[src/rtl/uart_report_scheduler_pkg.sv]
// rtl/uart_report_scheduler_pkg.sv - shared states, frame constants and frame byte helpers
package uart_report_scheduler_pkg;

    typedef enum logic [1:0] {ST_IDLE, ST_LOAD, ST_SEND, ST_GAP} sched_state_e;

    localparam logic [7:0] MARKER   = 8'h00;
    localparam logic [1:0] DATA_TAG = 2'b01;
    localparam logic       FREQ_TAG = 1'b1;

    function automatic logic [2:0] frame_len(input logic send_freq);
        return send_freq ? 3'd5 : 3'd4;
    endfunction

    // Without the frequency byte the frame starts at the fixed 0x00 byte.
    function automatic logic [7:0] frame_byte(input logic [6:0]  freq,
                                              input logic [15:0] err,
                                              input logic [2:0]  idx,
                                              input logic        send_freq);
        logic [2:0] pos;
        pos = send_freq ? idx : idx + 3'd1;
        case (pos)
            3'd0:    frame_byte = {FREQ_TAG, freq};
            3'd2:    frame_byte = {DATA_TAG, err[5:0]};
            3'd3:    frame_byte = {DATA_TAG, err[11:6]};
            3'd4:    frame_byte = {DATA_TAG, 2'b00, err[15:12]};
            default: frame_byte = 8'h00;
        endcase
    endfunction

endpackage

[src/rtl/uart_report_scheduler_fifo.sv]
// rtl/uart_report_scheduler_fifo.sv - record FIFO with valid/ready push and pop strobe
module report_fifo #(
    parameter int DEPTH = 4,
    parameter int W     = 25
) (
    input  logic         clk_i,
    input  logic         rst_i,
    input  logic         push_valid_i,
    output logic         push_ready_o,
    input  logic [W-1:0] push_data_i,
    input  logic         pop_i,
    output logic [W-1:0] pop_data_o,
    output logic         empty_o,
    output logic         full_o
);
    localparam int PW = (DEPTH > 1) ? $clog2(DEPTH) : 1;

    logic [W-1:0]  mem_q [DEPTH];
    logic [PW-1:0] wr_q, rd_q;
    logic [PW:0]   cnt_q;
    logic          push, pop;

    // Occupancy carries one extra bit so full and empty never alias.
    assign full_o       = (cnt_q == (PW+1)'(DEPTH));
    assign empty_o      = (cnt_q == '0);
    assign push_ready_o = !full_o;
    assign push         = push_valid_i && !full_o;
    assign pop          = pop_i && !empty_o;
    assign pop_data_o   = mem_q[rd_q];

    always_ff @(posedge clk_i or posedge rst_i) begin
        if (rst_i) begin
            wr_q  <= '0;
            rd_q  <= '0;
            cnt_q <= '0;
        end else begin
            if (push) wr_q <= wr_q + 1'b1;
            if (pop)  rd_q <= rd_q + 1'b1;
            cnt_q <= cnt_q + {{PW{1'b0}}, push} - {{PW{1'b0}}, pop};
        end
    end

    always_ff @(posedge clk_i) begin
        if (push) mem_q[wr_q] <= push_data_i;
    end

endmodule

[src/rtl/uart_report_scheduler.sv]
// rtl/uart_report_scheduler.sv - serializes queued result records and end marker onto one UART
module uart_report_scheduler
    import uart_report_scheduler_pkg::*;
#(
    parameter int DEPTH      = 4,
    parameter int GAP_CYCLES = 10000,
    parameter bit SEND_FREQ  = 1'b1
) (
    input  logic        CLOCK_50,
    input  logic        reset_counter,
    input  logic        rpt_valid,
    output logic        rpt_ready,
    input  logic [8:0]  rpt_freq,
    input  logic [15:0] rpt_errors,
    input  logic        mark_req,
    output logic        mark_ack,
    output logic [7:0]  UART_data,
    output logic        send_UART_data,
    output logic        frame_done,
    output logic        busy
);
    localparam int              CW       = ($clog2(GAP_CYCLES) > 16) ? $clog2(GAP_CYCLES) : 16;
    localparam logic [CW-1:0]   GAP_END  = CW'(GAP_CYCLES - 2);
    localparam logic [2:0]      LAST_IDX = frame_len(SEND_FREQ) - 3'd1;

    sched_state_e  state_q, state_d;
    logic [2:0]    idx_q, idx_d;
    logic [8:0]    freq_q, freq_d;
    logic [15:0]   err_q, err_d;
    logic          marker_q, marker_d;
    logic          pend_q, pend_d;
    logic [CW-1:0] cnt_q, cnt_d;
    logic [7:0]    data_q, data_d;
    logic          fifo_pop, fifo_empty, fifo_full;
    logic [24:0]   head;
    logic          unused_freq_hi;

    assign unused_freq_hi = ^freq_q[8:7];

    report_fifo #(.DEPTH(DEPTH), .W(25)) u_fifo (
        .clk_i        (CLOCK_50),
        .rst_i        (reset_counter),
        .push_valid_i (rpt_valid),
        .push_ready_o (rpt_ready),
        .push_data_i  ({rpt_freq, rpt_errors}),
        .pop_i        (fifo_pop),
        .pop_data_o   (head),
        .empty_o      (fifo_empty),
        .full_o       (fifo_full)
    );

    assign UART_data = data_q;
    assign busy      = !(state_q == ST_IDLE && fifo_empty && !pend_q);

    always_comb begin
        state_d        = state_q;
        idx_d          = idx_q;
        freq_d         = freq_q;
        err_d          = err_q;
        marker_d       = marker_q;
        cnt_d          = cnt_q;
        data_d         = data_q;
        pend_d         = pend_q | mark_req;
        fifo_pop       = 1'b0;
        send_UART_data = 1'b0;
        mark_ack       = 1'b0;
        frame_done     = 1'b0;
        case (state_q)
            ST_IDLE: begin
                if (!fifo_empty) begin
                    state_d = ST_LOAD;
                end else if (pend_q) begin
                    marker_d = 1'b1;
                    data_d   = MARKER;
                    state_d  = ST_SEND;
                end
            end
            ST_LOAD: begin
                fifo_pop        = 1'b1;
                {freq_d, err_d} = head;
                idx_d           = 3'd0;
                marker_d        = 1'b0;
                data_d          = frame_byte(head[22:16], head[15:0], 3'd0, SEND_FREQ);
                state_d         = ST_SEND;
            end
            ST_SEND: begin
                send_UART_data = 1'b1;
                cnt_d          = '0;
                state_d        = ST_GAP;
                if (marker_q) begin
                    mark_ack = 1'b1;
                    pend_d   = mark_req;
                end
            end
            ST_GAP: begin
                cnt_d = cnt_q + 1'b1;
                // Leaving at GAP_CYCLES-2 puts successive strobes exactly GAP_CYCLES apart.
                if (cnt_q == GAP_END) begin
                    if (!marker_q && idx_q != LAST_IDX) begin
                        idx_d   = idx_q + 3'd1;
                        data_d  = frame_byte(freq_q[6:0], err_q, idx_q + 3'd1, SEND_FREQ);
                        state_d = ST_SEND;
                    end else begin
                        frame_done = !marker_q;
                        state_d    = ST_IDLE;
                    end
                end
            end
            default: state_d = ST_IDLE;
        endcase
    end

    always_ff @(posedge CLOCK_50 or posedge reset_counter) begin
        if (reset_counter) begin
            state_q  <= ST_IDLE;
            idx_q    <= '0;
            freq_q   <= '0;
            err_q    <= '0;
            marker_q <= 1'b0;
            pend_q   <= 1'b0;
            cnt_q    <= '0;
            data_q   <= 8'h00;
        end else begin
            state_q  <= state_d;
            idx_q    <= idx_d;
            freq_q   <= freq_d;
            err_q    <= err_d;
            marker_q <= marker_d;
            pend_q   <= pend_d;
            cnt_q    <= cnt_d;
            data_q   <= data_d;
        end
    end

endmodule

[config.mk]
export PLATFORM = sky130hd
export DESIGN_NAME = uart_report_scheduler
export DESIGN_NICKNAME = d
export VERILOG_FILES = /design/src/rtl/uart_report_scheduler_pkg.sv /design/src/rtl/uart_report_scheduler_fifo.sv /design/src/rtl/uart_report_scheduler.sv
export SDC_FILE = /design/constraint.sdc
export NUM_CORES = 1
export LEC_CHECK = 0
export CORE_AREA = 2 2 151 153
export CTS_CLUSTER_SIZE = 25
export DETAILED_ROUTE_END_ITERATION = 7
export DIE_AREA = 0 0 153 155
export PLACE_DENSITY_LB_ADDON = 0.15
export RECOVER_POWER = 100
export SLEW_MARGIN = 20
export SYNTH_ARGS = -nofsm -noshare
export SYNTH_HDL_FRONTEND = slang
export SYNTH_SLANG_ARGS = --single-unit
[constraint.sdc]
create_clock -name CLOCK_50 -period 2.3 [get_ports CLOCK_50]
set_input_delay 0.46 -clock CLOCK_50 [delete_from_list [all_inputs] [get_ports CLOCK_50]]
set_output_delay 0.46 -clock CLOCK_50 [all_outputs]
set_load 0.01 [all_outputs]
# Word level (Yosys, flattened, before mapping)
# Memory sizes are Yosys's and may differ from the RTL's.
# Index checks and enable logic that the tools add are counted.
dict set report word_totals {
  ff_bits 61
  mem_bits_rw 100
  in_bits 29
  output_inout_bits 13
  wordCells 83
  mem_count 1
}
# memory words word_bits rd rd_clocked_by_memory_dff write_ports line_no
set memory_table {}
lappend memory_table {u_fifo.mem_q 4 25 1 0 1 uart_report_scheduler_fifo.sv:18} ;# logic [W-1:0] mem_q [DEPTH];
dict set report op_classes {
  n_addsub 6
  n_eq_ne 14
  mux 29
  bitwise 1
  reduce_logical 21
}
# op count
set ops {}
lappend ops {{$mux W8} 4}
lappend ops {{$pmux W16 S2} 1}
lappend ops {{$pmux W8 S4} 1}
lappend ops {{$pmux W8 S3} 1}
lappend ops {{$add A16 B1 Y16 const B} 1}
lappend ops {{$eq A16 B14 Y1 const B} 1}
lappend ops {{$mux W1} 13}
lappend ops {{$mux W2} 4}
lappend ops {{$ne A2 B2 Y1 const B} 4}
lappend ops {{$pmux W2 S4} 1}
lappend ops {{$eq A3 B2 Y1 const B} 2}
lappend ops {{$eq A3 B3 Y1 const B} 2}
lappend ops {{$logic_not A3 Y1} 2}
lappend ops {{$mux W3} 2}
lappend ops {{$ne A3 B3 Y1 const B} 2}
lappend ops {{$pmux W3 S2} 1}
lappend ops {{$reduce_and A3 Y1} 2}
lappend ops {{$reduce_bool A2 Y1} 3}
lappend ops {{$logic_and A1 B1 Y1} 5}
lappend ops {{$logic_not A1 Y1} 5}
lappend ops {{$reduce_and A5 Y1} 1}
lappend ops {{$add A2 B1 Y2 const B} 2}
lappend ops {{$eq A2 B2 Y1 const B} 2}
lappend ops {{$add A3 B1 Y3} 1}
lappend ops {{8 further kinds} 8}

# Logic depth before layout (Yosys ltp)
# Gate-level depths: netlist of run 1.
dict set report logic_depth {
  word_depth 6
  depth_mapped 11
  ltp_nobuf 9
}

# Hierarchy
# Synthesis of run 1 repeated with hierarchy kept, for this count alone.
dict set report hier_totals {
  hier_cells 476
  area_unflattened_um2 6916.6
}
# module instances cells_each area_each_um2 seq_area_each_um2
set by_module_without_submodules {}
lappend by_module_without_submodules {report_fifo 1 175 4170.2 3178.0}
lappend by_module_without_submodules {uart_report_scheduler 1 301 2746.4 1351.3}

# Worst setup path before layout of run 1
# OpenSTA, ideal clock, no wires.
dict set report synth_path {
  path_type {register to output}
  startpoint {register cnt_q[0]}
  endpoint {output port frame_done}
  t_arrival_ns 2.023
  required_ns 1.840
  slack_ns -0.183
  path_stages_with_launch 7
  path_buffers 1
  path_cell_list {dfrtp_1 > inv_1 > ha_1 > or4bb_1 > or4_1 > buf_2 > nor4_1}
}
dict set report synth_via {
  elab_chain_cells 3
}
# element line_no
set synth_lines {}
lappend synth_lines {{start, declared} uart_report_scheduler.sv:32} ;# logic [CW-1:0] cnt_q, cnt_d;
lappend synth_lines {{start signal, assigned} uart_report_scheduler.sv:130} ;# cnt_q <= cnt_d;
lappend synth_lines {{$eq A16 B14 Y1} uart_report_scheduler.sv:98} ;# if (cnt_q == GAP_END) begin
lappend synth_lines {{$mux W1} uart_report_scheduler.sv:98}
lappend synth_lines {{$mux W1} uart_report_scheduler.sv:68} ;# case (state_q)
lappend synth_lines {{end, declared} uart_report_scheduler.sv:19} ;# output logic frame_done,
# No other way between the ends.

# Worst setup path in the final report of run 1
dict set report layout_path {
  startpoint {register cnt_q[14]}
  endpoint {output port frame_done}
}
# Same word-level chain as after synthesis.

==> impl_metrics.json, run 1 <==
{
  "fin_skew_ps": 9.41,
  "hp-class": "reg -> reg",
  "synth_area_leader_cell": "edfxtp_1",
  "synth_compound_area_share_pct": 6.00,
  "final_nets": 595,
  "synth_edf_count": 92,
  "grt_usage_pct": 12.8,
  "ys.flop_type": "edfxtp_1",
  "grt_max_degree": 44,
  "relSlewSlack_pct": 43.0,
  "gp_congestion": 0.778,
  "cts_tree": "done",
  "synth_top_cell_area_share_pct": 42.6,
  "crit_fanout": 2,
  "ys_types": 44,
  "fin_cells": 850,
  "area_delta_synth_final_pct": 26.7,
  "violations": "setup timing",
  "cp-start-kind": "flop",
  "synth-seq-cells": 153,
  "vias_per_cell": 4.71,
  "ys_seq_area_share_pct": 66.1,
  "root_buffer": "clkbuf_16",
  "drt_iter0_drc": 238,
  "maxCapViolations": 0,
  "io_buffer_count": 39,
  "synthArstFlopShare_pct": 39.9,
  "wl_um": 14400,
  "setup_viol": 4,
  "worst_ep_arrival_time_ps": 2230,
  "synthXorXnorAreaFrac_pct": 1.89,
  "die_x_um": 153,
  "htreeDepth": 4,
  "outcome": "complete, but fails checks",
  "die_h_um": 155,
  "post-synth-top-count-cell": "edfxtp_1",
  "cts_buffer_depth": 2,
  "critical_path_required_ps": 1840,
  "worst_slew_pin_slew_ps": 855,
  "yosys-top-cells-area": "edfxtp_1, dfrtp_1, mux4_2",
  "ir_drop_mv": 0.472,
  "synthCells": 458,
  "coreArea_sq_um": 22200,
  "synth_fa_ha_area_share_pct": 2.81,
  "synth-simple-area-share_pct": 11.2,
  "cts_sinks": 153,
  "drt-pass1-iter-count": 4,
  "worst-setup-path-type": "reg -> out",
  "drive_gt1_share_pct": 20.9,
  "synth_top_family_by_area": "simple AND/OR/NAND/NOR gates",
  "layout_setup_ws_ps": -386,
  "ys_warn_count": 0,
  "numCtsBuffers": 17,
  "fin_total_pwr_w": 0.00787,
  "grt_pass1_vias": 4265,
  "start_util_pct": 29.2,
  "wl_per_cell_um": 17.0,
  "grt_pass1_wl_um": 23200,
  "syn_area_sq_um": 6490,
  "antenna_found_initial": 0,
  "fin_crit_sh_pct": 117,
  "dp_hpwl_um": 9510,
  "rsz0062_at_grt": "yes",
  "placed_cells": 810,
  "io_pins": 42,
  "path_clk_slew_ps": 70,
  "hold_viol": 0,
  "rows": 55,
  "n_antenna_cell": 0,
  "syn_avg_cell_area_sq_um": 14.2,
  "die_area_sq_um": 23700,
  "ant_nets": 0,
  "max_clock_freq_ghz": 0.372,
  "syn_nets": 501,
  "slew_violations": 0,
  "worstSkewPairLatency_ps": 430,
  "overflow": 0,
  "fin_crit_ps": 2690,
  "p_per_area_nw_per_um2": 957,
  "drc_errors": 0,
  "num_vias": 4002,
  "worst_setup_path_end_kind": "output pin",
  "synth.area.mux_share_pct": 9.47,
  "nFillCells": 2154,
  "leakagePower_nw": 3.32,
  "synth_commonest_cells": "edfxtp_1, nand2_1, dfrtp_1"
}
==> final timing paths <==
kind	from	endpoint	slack (ps)	cells past startpoint
min	err_q[9]	err_q[9]	470	2
max in group asynchronous	reset_counter	err_q[8]	510	3
min reg2reg	err_q[9]	err_q[9]	470	2
min in group asynchronous	reset_counter	marker_q	620	2
max reg2reg	cnt_q[14]	UART_data[7]	-10	5
max	cnt_q[14]	frame_done	-390	4
==> placed cells by master (no fill, tap or decap), types with 8 or more instances in the layout <==
cell type,Yosys,routed
dlygate4sd3_1,0,32
nand2_1,71,71
dfrtp_1,61,61
ha_1,13,13
edfxtp_1,92,92
clkbuf_16,0,17
xnor2_1,9,8
nor2_1,26,26
nand3_1,9,9
inv_1,20,19
buf_4,0,37
clkbuf_1,13,9
mux4_2,23,23
and3_1,15,15
a21oi_1,8,8
==> cell type report <==
type	instances	area, sq um	area share [%]
Clock buffer	17	425	5.17
Clock inverter	15	180	2.19
Inverter	20	75.1	0.913
Multi-Input combinational cell	266	2140	26.0
Sequential cell	153	4290	52.2
Tap cell	285	357	4.34
Timing Repair Buffer	94	761	9.25
==> registers in the layout, indices dropped and copies added, names as in the netlist, 3 cells and up <==
register / count
UART_data: 8
cnt_q: 16
err_q: 16
freq_q: 7
idx_q: 3
u_fifo.cnt_q: 3
u_fifo.mem_q: 92
==> layer usage <==
layer / global-route usage (%) / share of wire (%)
met3: 3.73 / 4.3
met1: 15.2 / 42
met4: 6.17 / 2.1
met5: 0 / 0
met2: 21.7 / 52
==> cell families after synthesis <==
kind of cell               count (synthesis)
xor gates and xnor gates                  14
AOI/OAI and AO/OA                         52
buffers and inverters                     39
and+or+nand+nor                          155
DFF                                      153
muxes                                     31
adders and majority gates                 14
==> report_power, final <==
group	internal (W)	switching [W]	leakage (nW)
Combinational	0.000592	0.000744	1.38
Clock	0.00165	0.00122	0.298
Sequential	0.00346	0.000208	1.63
Total	0.00570	0.00217	3.32
==> critical path: stages (launching register included) <==
cell and delay, ps:
dfrtp_1 380, or4_4 530, or4_4 580, nor4_4 150, buf_2 170
==> repair_timing <==
action / 4_1_cts / 5_1_grt
pin swaps: 2 / 2
gates resized for setup: 10 / 18
setup buffers: 3 / 5
setup endpoints to repair: 15 / 15
hold buffers: 0 / 0
==> metrics by stage <==
stage	utilization [%]	setup WS, ps	hold slack, ps	area [sq um]	setup TNS (ps)
3_5_place_dp	34.1	-427	464	7580	-1350
3_3_place_gp	34.1	-403	461	7580	-1120
2_1_floorplan	-	14.7	437	6500	0
5_1_grt	37.0	-443	488	8220	-871
6_report	37.0	-386	473	8220	-408
4_1_cts	36.9	-412	383	8210	-466
Power figures use the tool's default switching activity.
==> run 2, diff against run 1 <==
--- a/config.mk
+++ b/config.mk
@@ -5,10 +5,11 @@
 export SDC_FILE = /design/constraint.sdc
 export NUM_CORES = 1
 export LEC_CHECK = 0
-export CORE_AREA = 2 2 151 153
+export CAP_MARGIN = 40
+export CORE_AREA = 2 2 120 110
 export CTS_CLUSTER_SIZE = 25
 export DETAILED_ROUTE_END_ITERATION = 7
-export DIE_AREA = 0 0 153 155
+export DIE_AREA = 0 0 122 112
 export PLACE_DENSITY_LB_ADDON = 0.15
 export RECOVER_POWER = 100
 export SLEW_MARGIN = 20
==> run 2 against run 1 <==
The run ends with capacitance limit, slew limit, setup timing left. Design area fell by 2.6%. Critical endpoint unchanged. Highest routed layer unchanged. Critical path depth stayed put. Hold slack got worse by 4.4 ps. Sequential power barely moved. Via count shrank 0.95%.
==> impl_metrics.json, run 2 (synthesized netlist as in run 1, its figures left out) <==
{
  "timing.hold.ws_ps": 469,
  "fin_crit_sh_pct": 116,
  "io_buffer_count": 39,
  "num_vias": 3964,
  "grt_pass1_wl_um": 20700,
  "rsz0062_at_grt": "yes",
  "slew_violations": 62,
  "cp_slowest_stage_delay_ps": 570,
  "crit_fanout": 2,
  "die_h_um": 112,
  "max_clock_freq_ghz": 0.376,
  "io_pins": 42,
  "p_per_area_nw_per_um2": 984,
  "worst_slew_pin_slew_ps": 1510,
  "rows": 39,
  "htreeDepth": 4,
  "ir_drop_mv": 0.715,
  "power_frac_comb_pct": 16.7,
  "worst-setup-path-type": "reg -> out",
  "setup_viol": 12,
  "drive_gt1_share_pct": 19.6,
  "reg_top3": "u_fifo.mem_q (92), cnt_q (16), err_q (16)",
  "cts_buffer_depth": 2,
  "crit_chain": "or4_4 > or4_4 > nor4_4 > buf_2",
  "cp_common_cell": "or4_4",
  "final_cell_mix": "edfxtp_1, nand2_1, dfrtp_1, dlygate4sd3_1, buf_4",
  "gp_congestion": 0.851,
  "coreArea_sq_um": 12400,
  "swShare_pct": 25.5,
  "cts_hold_buf": 0,
  "start_util_pct": 52.2,
  "slowest_stage": "or4_4",
  "worst_setup_path_end_kind": "output pin",
  "wl_per_cell_um": 17.5,
  "numCtsBuffers": 17,
  "seq_power_share_pct": 46.3,
  "antenna_found_initial": 0,
  "hold_viol": 0,
  "worst_ep_arrival_time_ps": 2200,
  "ant_nets": 0,
  "overflow": 0,
  "fin_setup_tns_ps": -1000,
  "cts_tree": "done",
  "largest_register_ffs": 92,
  "worstSkewPairLatency_ps": 420,
  "cp-start-kind": "flop",
  "outcome": "complete, but fails checks",
  "final_common_cell": "edfxtp_1",
  "maxCapViolations": 1,
  "drt_iter0_drc": 400,
  "relSlewSlack_pct": -0.702,
  "crit_buf_inv": 1,
  "fin_skew_ps": 7.20,
  "root_buffer": "clkbuf_16",
  "dp_hpwl_um": 7980,
  "critical_path_required_ps": 1840,
  "drc_errors": 0,
  "path_clk_slew_ps": 60,
  "n_antenna_cell": 0,
  "area_delta_synth_final_pct": 23.5,
  "clkPwrFrac_pct": 37.1,
  "power.internal_w": 0.00588,
  "final_nets": 586,
  "grt_pass1_vias": 4053,
  "layout_setup_ws_ps": -357,
  "die_x_um": 122,
  "p_sw_w": 0.00201,
  "leakagePower_nw": 3.27,
  "die_area_sq_um": 13700,
  "critical_path.top_delay_family": "simple AND/OR/NAND/NOR gates",
  "grt_max_degree": 62,
  "grt_usage_pct": 20.2,
  "fin_crit_ps": 2660,
  "vias_per_cell": 5.51,
  "cts_sinks": 153,
  "drt-pass1-iter-count": 5,
  "violations": "capacitance limit, slew limit, setup timing",
  "regMostFlops": "u_fifo.mem_q",
  "wl_um": 12600,
  "hp-class": "reg -> reg"
}
## run 2: power groups by stage
| stage | Sequential, W | Combinational [W] | Clock, W |
|---|---|---|---|
| finish | 0.00365 | 0.00131 | 0.00292 |
| global route | 0.00370 | 0.00146 | 0.00309 |
| CTS | 0.00364 | 0.00145 | 0.00296 |
| detailed placement | 0.00369 | 0.00143 | 0 |
| global placement | 0.00366 | 0.00139 | 0 |
| floorplan | 0.00370 | 0.000760 | 0 |
## run 2: final timing paths
path                          startpoint        endpoint  slack, ps  cells past startpoint
max                             cnt_q[6]      frame_done       -360                      4
max reg2reg                     cnt_q[6]    UART_data[5]       -100                      6
min in group asynchronous  reset_counter  u_fifo.wr_q[0]       1000                      3
min reg2reg                    freq_q[0]       freq_q[0]        470                      1
min                            freq_q[0]       freq_q[0]        470                      1
max in group asynchronous  reset_counter    UART_data[5]        390                      3
## run 2: repair_timing
item | in CTS | in global routing
hold endpoints to repair | 0 | 0
pin swaps | 1 | 2
buffers inserted | 3 | 2
endpoints found under the setup margin | 15 | 14
gates resized for setup | 11 | 15
## run 2: cell type report
class | count | area, sq um
inverter | 20 | 75.1
timing repair buffer | 85 | 692
clock inverter | 14 | 195
sequential | 153 | 4290
multi-input combinational | 266 | 2130
clock buffer | 18 | 429
tap | 164 | 205
fill | 917 | 4430
## run 2: metrics by stage
| step | cells | area [sq um] | utilization, % | worst slack (ps) | power (W) |
|---|---|---|---|---|---|
| global placement | 683 | 7380 | 59.3 | -387 | 0.00505 |
| global route | 720 | 8010 | 64.4 | -422 | 0.00825 |
| floorplan | 458 | 6500 | - | 14.7 | 0.00446 |
| detailed placement | 683 | 7380 | 59.3 | -418 | 0.00512 |
| finish | 720 | 8010 | 64.4 | -357 | 0.00788 |
| CTS | 718 | 8050 | 64.7 | -384 | 0.00806 |
## run 2: metal layers
layer	up-vias	track usage [%]	routed length [um]
li1	1869	-	-
met1	1991	29.3	5830
met4	0	5.98	132
met5	-	0	0
met2	95	29.8	5970
met3	9	6.25	644
